==> src/rtl/spi_reg_master.sv <==
// spi_reg_master: mode-0 (CPOL=0, CPHA=0) SPI initiator for single-register frames.
// Each frame is one command byte followed by REG_W data bits, MSB first. Read data returns with a one-cycle pulse.
module spi_reg_master #(
    parameter int ADDR_W = 3,
    parameter int REG_W  = 8,
    parameter int DIV    = 4
) (
    input  logic              clk,
    input  logic              rst,
    input  logic              ena,
    input  logic              cmd_valid,
    output logic              cmd_ready,
    input  logic              cmd_write,
    input  logic [ADDR_W-1:0] cmd_addr,
    input  logic [REG_W-1:0]  cmd_wdata,
    output logic              rsp_valid,
    output logic [REG_W-1:0]  rsp_rdata,
    output logic              busy,
    output logic              spi_cs_n,
    output logic              spi_clk,
    output logic              spi_mosi,
    input  logic              spi_miso
);

    // Handshake: a command transfers on the rising clk edge where cmd_valid && cmd_ready.
    // cmd_ready is high only in IDLE with ena=1. The response has no backpressure; rsp_valid is one cycle wide.

    localparam int N     = 8 + REG_W;
    localparam int CNT_W = $clog2(DIV);
    localparam int BIT_W = $clog2(N + 1);
    localparam logic [CNT_W-1:0] DIV_LAST = CNT_W'(DIV - 1);
    localparam logic [BIT_W-1:0] BIT_LAST = BIT_W'(N - 1);
    localparam logic [BIT_W-1:0] BIT_END  = BIT_W'(N);

    if (ADDR_W < 1 || ADDR_W > 7) begin : g_bad_addr_w
        $error("spi_reg_master: ADDR_W must be 1..7");
    end
    if (REG_W < 1) begin : g_bad_reg_w
        $error("spi_reg_master: REG_W must be at least 1");
    end
    if (DIV < 4) begin : g_bad_div
        $error("spi_reg_master: DIV must be at least 4");
    end

    typedef enum logic [2:0] {
        IDLE     = 3'd0,
        SETUP    = 3'd1,
        SHIFT_HI = 3'd2,
        SHIFT_LO = 3'd3,
        GAP      = 3'd4
    } state_t;

    state_t           state_q, state_d;
    logic [CNT_W-1:0] div_q, div_d;
    logic [BIT_W-1:0] bit_q, bit_d;
    logic [N-1:0]     sr_q, sr_d;
    logic             wr_q, wr_d;
    logic             cs_n_q, cs_n_d;
    logic             sclk_q, sclk_d;
    logic             mosi_q, mosi_d;
    logic [REG_W-1:0] rdata_q, rdata_d;
    logic             rsp_pend_q, rsp_pend_d;
    logic             miso_meta_q, miso_sync_q;

    logic [7:0]       cmd_byte;
    logic [N-1:0]     frame;
    logic             tick;

    assign cmd_byte = {cmd_write, 7'(cmd_addr)};
    assign frame    = {cmd_byte, (cmd_write ? cmd_wdata : {REG_W{1'b0}})};
    assign tick     = (div_q == DIV_LAST);

    always_comb begin
        state_d    = state_q;
        div_d      = div_q;
        bit_d      = bit_q;
        sr_d       = sr_q;
        wr_d       = wr_q;
        cs_n_d     = cs_n_q;
        sclk_d     = sclk_q;
        mosi_d     = mosi_q;
        rdata_d    = rdata_q;
        // A pending response is presented only while ena is high, then retired.
        rsp_pend_d = rsp_pend_q & ~ena;

        if (ena) begin
            if (state_q != IDLE) begin
                div_d = tick ? '0 : div_q + 1'b1;
            end
            case (state_q)
                IDLE: begin
                    div_d = '0;
                    if (cmd_valid) begin
                        state_d = SETUP;
                        sr_d    = frame;
                        wr_d    = cmd_write;
                        bit_d   = '0;
                        cs_n_d  = 1'b0;
                        sclk_d  = 1'b0;
                        mosi_d  = frame[N-1];
                    end
                end
                SETUP: begin
                    if (tick) begin
                        state_d = SHIFT_HI;
                        sclk_d  = 1'b1;
                    end
                end
                SHIFT_HI: begin
                    if (div_q == '0) begin
                        sr_d = {sr_q[N-2:0], miso_sync_q};
                    end
                    if (tick) begin
                        state_d = SHIFT_LO;
                        sclk_d  = 1'b0;
                        bit_d   = bit_q + 1'b1;
                        // After the last bit MOSI parks low for the CS hold phase.
                        mosi_d  = (bit_q == BIT_LAST) ? 1'b0 : sr_q[N-1];
                    end
                end
                SHIFT_LO: begin
                    if (tick) begin
                        if (bit_q == BIT_END) begin
                            state_d    = GAP;
                            cs_n_d     = 1'b1;
                            rsp_pend_d = 1'b1;
                            if (!wr_q) begin
                                rdata_d = sr_q[REG_W-1:0];
                            end
                        end else begin
                            state_d = SHIFT_HI;
                            sclk_d  = 1'b1;
                        end
                    end
                end
                GAP: begin
                    if (tick) begin
                        state_d = IDLE;
                    end
                end
                default: begin
                    state_d = IDLE;
                    cs_n_d  = 1'b1;
                    sclk_d  = 1'b0;
                    mosi_d  = 1'b0;
                end
            endcase
        end
    end

    always_ff @(posedge clk) begin
        if (rst) begin
            state_q     <= IDLE;
            div_q       <= '0;
            bit_q       <= '0;
            sr_q        <= '0;
            wr_q        <= 1'b0;
            cs_n_q      <= 1'b1;
            sclk_q      <= 1'b0;
            mosi_q      <= 1'b0;
            rdata_q     <= '0;
            rsp_pend_q  <= 1'b0;
            miso_meta_q <= 1'b0;
            miso_sync_q <= 1'b0;
        end else begin
            state_q     <= state_d;
            div_q       <= div_d;
            bit_q       <= bit_d;
            sr_q        <= sr_d;
            wr_q        <= wr_d;
            cs_n_q      <= cs_n_d;
            sclk_q      <= sclk_d;
            mosi_q      <= mosi_d;
            rdata_q     <= rdata_d;
            rsp_pend_q  <= rsp_pend_d;
            miso_meta_q <= spi_miso;
            miso_sync_q <= miso_meta_q;
        end
    end

    assign cmd_ready = ena && (state_q == IDLE);
    assign busy      = (state_q != IDLE);
    assign rsp_valid = rsp_pend_q & ena;
    assign rsp_rdata = rdata_q;
    assign spi_cs_n  = cs_n_q;
    assign spi_clk   = sclk_q;
    assign spi_mosi  = mosi_q;

endmodule

==> config.mk <==
export PLATFORM = sky130hd
export DESIGN_NAME = spi_reg_master
export DESIGN_NICKNAME = d
export VERILOG_FILES = /design/src/rtl/spi_reg_master.sv
export SDC_FILE = /design/constraint.sdc
export NUM_CORES = 1
export LEC_CHECK = 0
export CORE_MARGIN = 5
export CORE_UTILIZATION = 35
export CTS_CLUSTER_SIZE = 16
export DETAILED_ROUTE_END_ITERATION = 8
export GPL_ROUTABILITY_DRIVEN = 1
export PLACE_DENSITY = 0.55
export RECOVER_POWER = 50
export REMOVE_ABC_BUFFERS = 1
export SLEW_MARGIN = 20
export SYNTH_ARGS = -nofsm -noshare
export SYNTH_HDL_FRONTEND = slang
export SYNTH_SLANG_ARGS = --single-unit
export TNS_END_PERCENT = 20
==> constraint.sdc <==
create_clock -name clk -period 4.2 [get_ports clk]
set_clock_uncertainty 0.05 [all_clocks]
set_input_delay 0.84 -clock clk [delete_from_list [all_inputs] [get_ports clk]]
set_output_delay 0.84 -clock clk [all_outputs]
set_load 0.03 [all_outputs]
After elaboration in Yosys (flattened, before gate mapping). Index checks and enable logic that the tools add are counted.

Bits in writable memories: 0. Register bits: 41. Output and inout port bits: 14. Memories: 0. Bits in read-only memories: 0. Latch bits: 0. Input port bits: 17. Logic and storage cells: 87.

Mux-type cells: 34. Multipliers: 0. Eq/ne operators: 15. Bitwise operators: 7. Reduce and logical (&&, ||, !) cells: 17. Divide/modulo/power cells: 0. Order comparisons: 0. Shift-type cells: 0. Add/sub/neg operators: 2.

Operators by type and width (number): two-way mux 16 bit (2); one-hot mux 16 bit (2 select lines) (1); two-way mux 3 bit (6); inequality test 2 bit (second input constant) (8); one-hot mux 3 bit (5 select lines) (1); two-way mux 1 bit (14); AND reduction 4 bit (3); two-way mux 5 bit (2); one-hot mux 5 bit (2 select lines) (1); AND reduction 5 bit (2); two-way mux 8 bit (1); AND reduction 7 bit (1); equality test 3 x 2 -> 1 bit (second input constant) (2); two-way mux 2 bit (3); one-hot mux 1 bit (3 select lines) (2); AND reduction 6 bit (1); OR reduction 3 bit (2); adder 5 x 1 -> 5 bit (second input constant) (1); equality test 5 x 4 -> 1 bit (second input constant) (1); equality test 5 bit (second input constant) (1); NOT 1 bit (5); one-hot mux 1 bit (5 select lines) (1); nonzero test 2 bit (2); equality test 3 x 1 -> 1 bit (second input constant) (1); other kinds (10) (11).

Depth between registers and ports, before layout.
Depth in word-level cells: 6. Gate-level depth with buffers: 7. Mapped depth without buffers: 6.

Worst setup path after synthesis. No wires, ideal clock.

Path type: in2out. Start point: input port ena. End point: output port cmd_ready. Required time: 3.310 ns. Stages: 3. Buffers on the path: 1. Arrival: 1.486 ns. Path slack: 1.824 ns. Path through: buf_4 > inv_1 > nor2_1.

Longest elaborated chain between the ends: 1.

Ends and longest elaborated chain: start: declaration (RTL line 10) `input logic ena,`; logical AND 1 bit (RTL line 181) `assign cmd_ready = ena && (state_q == IDLE);`; end: declaration (RTL line 12) `output logic cmd_ready,`.

No other way between the ends.

Worst setup path in the final report. Same ends and word-level chain as after synthesis.

==> results.yml <==
worst_setup_path:
  cp-start-kind: "input pin"
  crit_chain: "clkdlybuf4s50_1, inv_1, nor2_1, clkdlybuf4s50_1"
  cpLargestDelayFamily: "buffers and inverters"
  cp.required_ns: 3.31
  crit_buf_inv: 3
  crit_top_cell: "clkdlybuf4s50_1"
  cpMaxStageDelayCell: "clkdlybuf4s50_1"
  critPathLaunch: "ena"
  worstReg2RegStart: "state_q[1]$_SDFFE_PP0P_"
  worst_path_largest_cell_delay_ns: 0.68
  critPathKind: "in2out"
  crit_path_end_kind: "primary output"
  crit_arrival_ns: 2.53
  path_max_fanout: 10
yosys:
  synthAdderAreaFrac_pct: 3.16
  async_reset_ff_share_pct: 0
  syn_inst: 231
  ys_warn_count: 0
  synth_flop_cell: "dfxtp_1"
  synth.area.top_cells: "dfxtp_1, nor2_1, mux2i_1"
  synth_area_um2: 1980
  synth_top_family_by_area: "simple AND/OR/NAND/NOR gates"
  yosys.area_share.xor_xnor_pct: 0.886
  postSynthAreaPerCell_um2: 8.56
  synth_largest_type_area_fraction_pct: 41.5
  synth_top_cell_by_area: "dfxtp_1"
  synth_compound_area_share_pct: 16.4
  ys_ff_latch: 41
  synth-edff-count: 0
  synth_cell_type_count: 44
  yosys.area_share.simple_pct: 25.0
  synthMuxAreaShare_pct: 5.57
  seq_area_frac_synth_pct: 41.5
final_layout:
  drive_gt1_share_pct: 8.66
  areaGrowthSynthToFinish_pct: 20.9
  nets: 275
  post-route-util_pct: 43.4
  n_antenna_cell: 0
die:
  die_h_um: 85.2
  die_x_um: 85.2
  die-area_um2: 7260
  row_count: 27
  io_pins: 31
  initial_utilization_pct: 35.9
  core_area_um2: 5510
clock_network:
  clock-sinks: 41
  cts_buffers: 5
  postCtsSetupRepairBufs: 0
  clockBufferDepth: 2
  hold_buffers: 0
  h-tree-depth: 2
  cts_resized: 0
  path_clk_slew_ns: 0.08
  clockRootBuffer: "clkbuf_8"
  clk_latency_ns: 0.30
  cts_tree: "done"
global_route:
  grt_usage_pct: 12.6
  antenna_found_initial: 0
  grt_max_degree: 42
  grt_pass1_vias: 1542
  grt_pass1_wl_um: 7330
  globalRoute.totalOverflow: 0
power:
  power.internal_mw: 0.627
  p_leak_nw: 0.844
  peakVddDrop_mv: 0.159
  switching_share_pct: 23.8
  combPwrFrac_pct: 9.3
  seqPwrFrac_pct: 49.7
  p_switching_mw: 0.196
  clkPwrFrac_pct: 41.0
  power.density_nw_per_um2: 344
hold_path:
  hold_path_class: "reg2reg"
  hold_start: "miso_meta_q$_SDFF_PP0_"
timing:
  fin_tns_setup_ns: 0
  fmax_mhz: 293
  worstMarginPinSlew_ns: 1.86
  hold_viol: 0
  drv_slew: 42
  fin_crit_ns: 3.42
  finalSetupViolCount: 0
  max-slew-margin-rel_pct: -23.8
  holdWs_ns: 0.400
  fin_crit_sh_pct: 81.4
  rsz0062_at_grt: "false"
placed_design:
  gp_congestion: 0.742
  port_buffers: 30
  dpl.hpwl_um: 2700
status:
  status: "finished with violations"
  violations: "max-capacitance violations, max-slew violations"
detailed_routing:
  vias: 1575
  drtPass1Iterations: 4
  drt_iter0_markers: 120
  drt-wirelength-per-cell_um: 12.6
  totalWireLength_um: 4110
  drc: 0
  vias_per_cell: 4.83
  drtAntennaViolNets: 0
flow_run:
  drv_cap: 1
[flip-flops by register name (all words and copies together), names as in the netlist, named ones only]
name and count:
rsp_rdata 8, spi_clk 1, miso_sync_q 1, div_q 2, miso_meta_q 1, state_q 3
spi_cs_n 1, spi_mosi 1, wr_q 1, bit_q 5, sr_q 16
[path summary, 6_finish.rpt]
check                           depth (start not counted)  slack [ns]                     end
worst max-delay path                                    4        0.78               cmd_ready
worst min-delay path                                    1        0.40  miso_sync_q$_SDFF_PP0_
worst max register to register                          4        2.05    sr_q[6]$_SDFFE_PP0P_
worst min register to register                          1        0.40  miso_sync_q$_SDFF_PP0_
[synth_stat cells, drive strengths merged (3+ instances only)]
library cell	n
ha	5
mux2i	11
dfxtp	41
o21ai	6
buf	10
nor3	13
a21oi	16
a211oi	14
nor2	40
clkbuf	6
nand2	22
nor2b	3
nand3	6
inv	12
[per-layer routing]
layer	part of all wire [%]	global-route usage, %	up-vias
li1	-	-	832
met1	49	16.3	709
met2	45	19.6	28
met3	4.4	3.79	6
met4	1.7	4.75	0
met5	0	0	-
[kinds of logic (layout without fill, tap and decap cells)]
family / count (synthesis) / after routing
AND/OR/NAND/NOR: 97 / 97
AO/OA/AOI/OAI: 47 / 47
flip-flops: 41 / 41
buffers and inverters: 28 / 51
multiplexers: 11 / 11
adder cells (fa/ha/maj): 5 / 5
XOR/XNOR: 2 / 2
[worst register-to-register path, stage by stage, from the launching register on]
cell and delay (ns):
dfxtp_1 0.56, nor3b_4 0.91, nor2_1 0.13, a211oi_1 0.24
nor3_1 0.06
[power groups by stage]
| stage | Clock (mW) | Sequential [mW] | Combinational (mW) |
|---|---|---|---|
| after detailed placement | 0 | 0.418 | 0.0778 |
| after global placement | 0 | 0.418 | 0.0774 |
| final | 0.337 | 0.409 | 0.0762 |
| after global routing | 0.366 | 0.411 | 0.0853 |
| after CTS | 0.347 | 0.409 | 0.0781 |
| after floorplan | 0 | 0.418 | 0.0387 |
[metrics by stage]
stage,power [mW],area (um2),instances,setup slack (ns)
final,0.822,2390,326,0.782
after global routing,0.862,2390,326,0.683
after CTS,0.834,2390,326,0.782
after detailed placement,0.496,2270,318,0.775
after global placement,0.496,2270,318,0.841
after floorplan,0.457,1880,215,1.97
[placed cells by master, fill, tap and decap left out, drive strengths merged, types with 2 or more instances in the layout]
cell type      Yosys  layout
xnor2              2       2
clkbuf             6       7
nor2              40      40
nand2             22      22
a21o               2       2
nand3              6       6
a21oi             16      16
nor2b              3       3
inv               12      12
nor4               2       2
dlygate4sd3        0      12
mux2i             11      11
dfxtp             41      41
clkdlybuf4s50      0      18
a211oi            14      14
or3b               2       2
o21ai              6       6
nor3              13      13
ha                 5       5
[layout make-up]
class,instances,area [um2]
multi-input combinational,162,1010
clock inverter,2,37.5
timing repair buffer,31,304
sequential,41,821
inverter,12,45.0
tap,72,90.1
clock buffer,6,82.6
fill,573,3120
(Power assumes the default switching activity.)
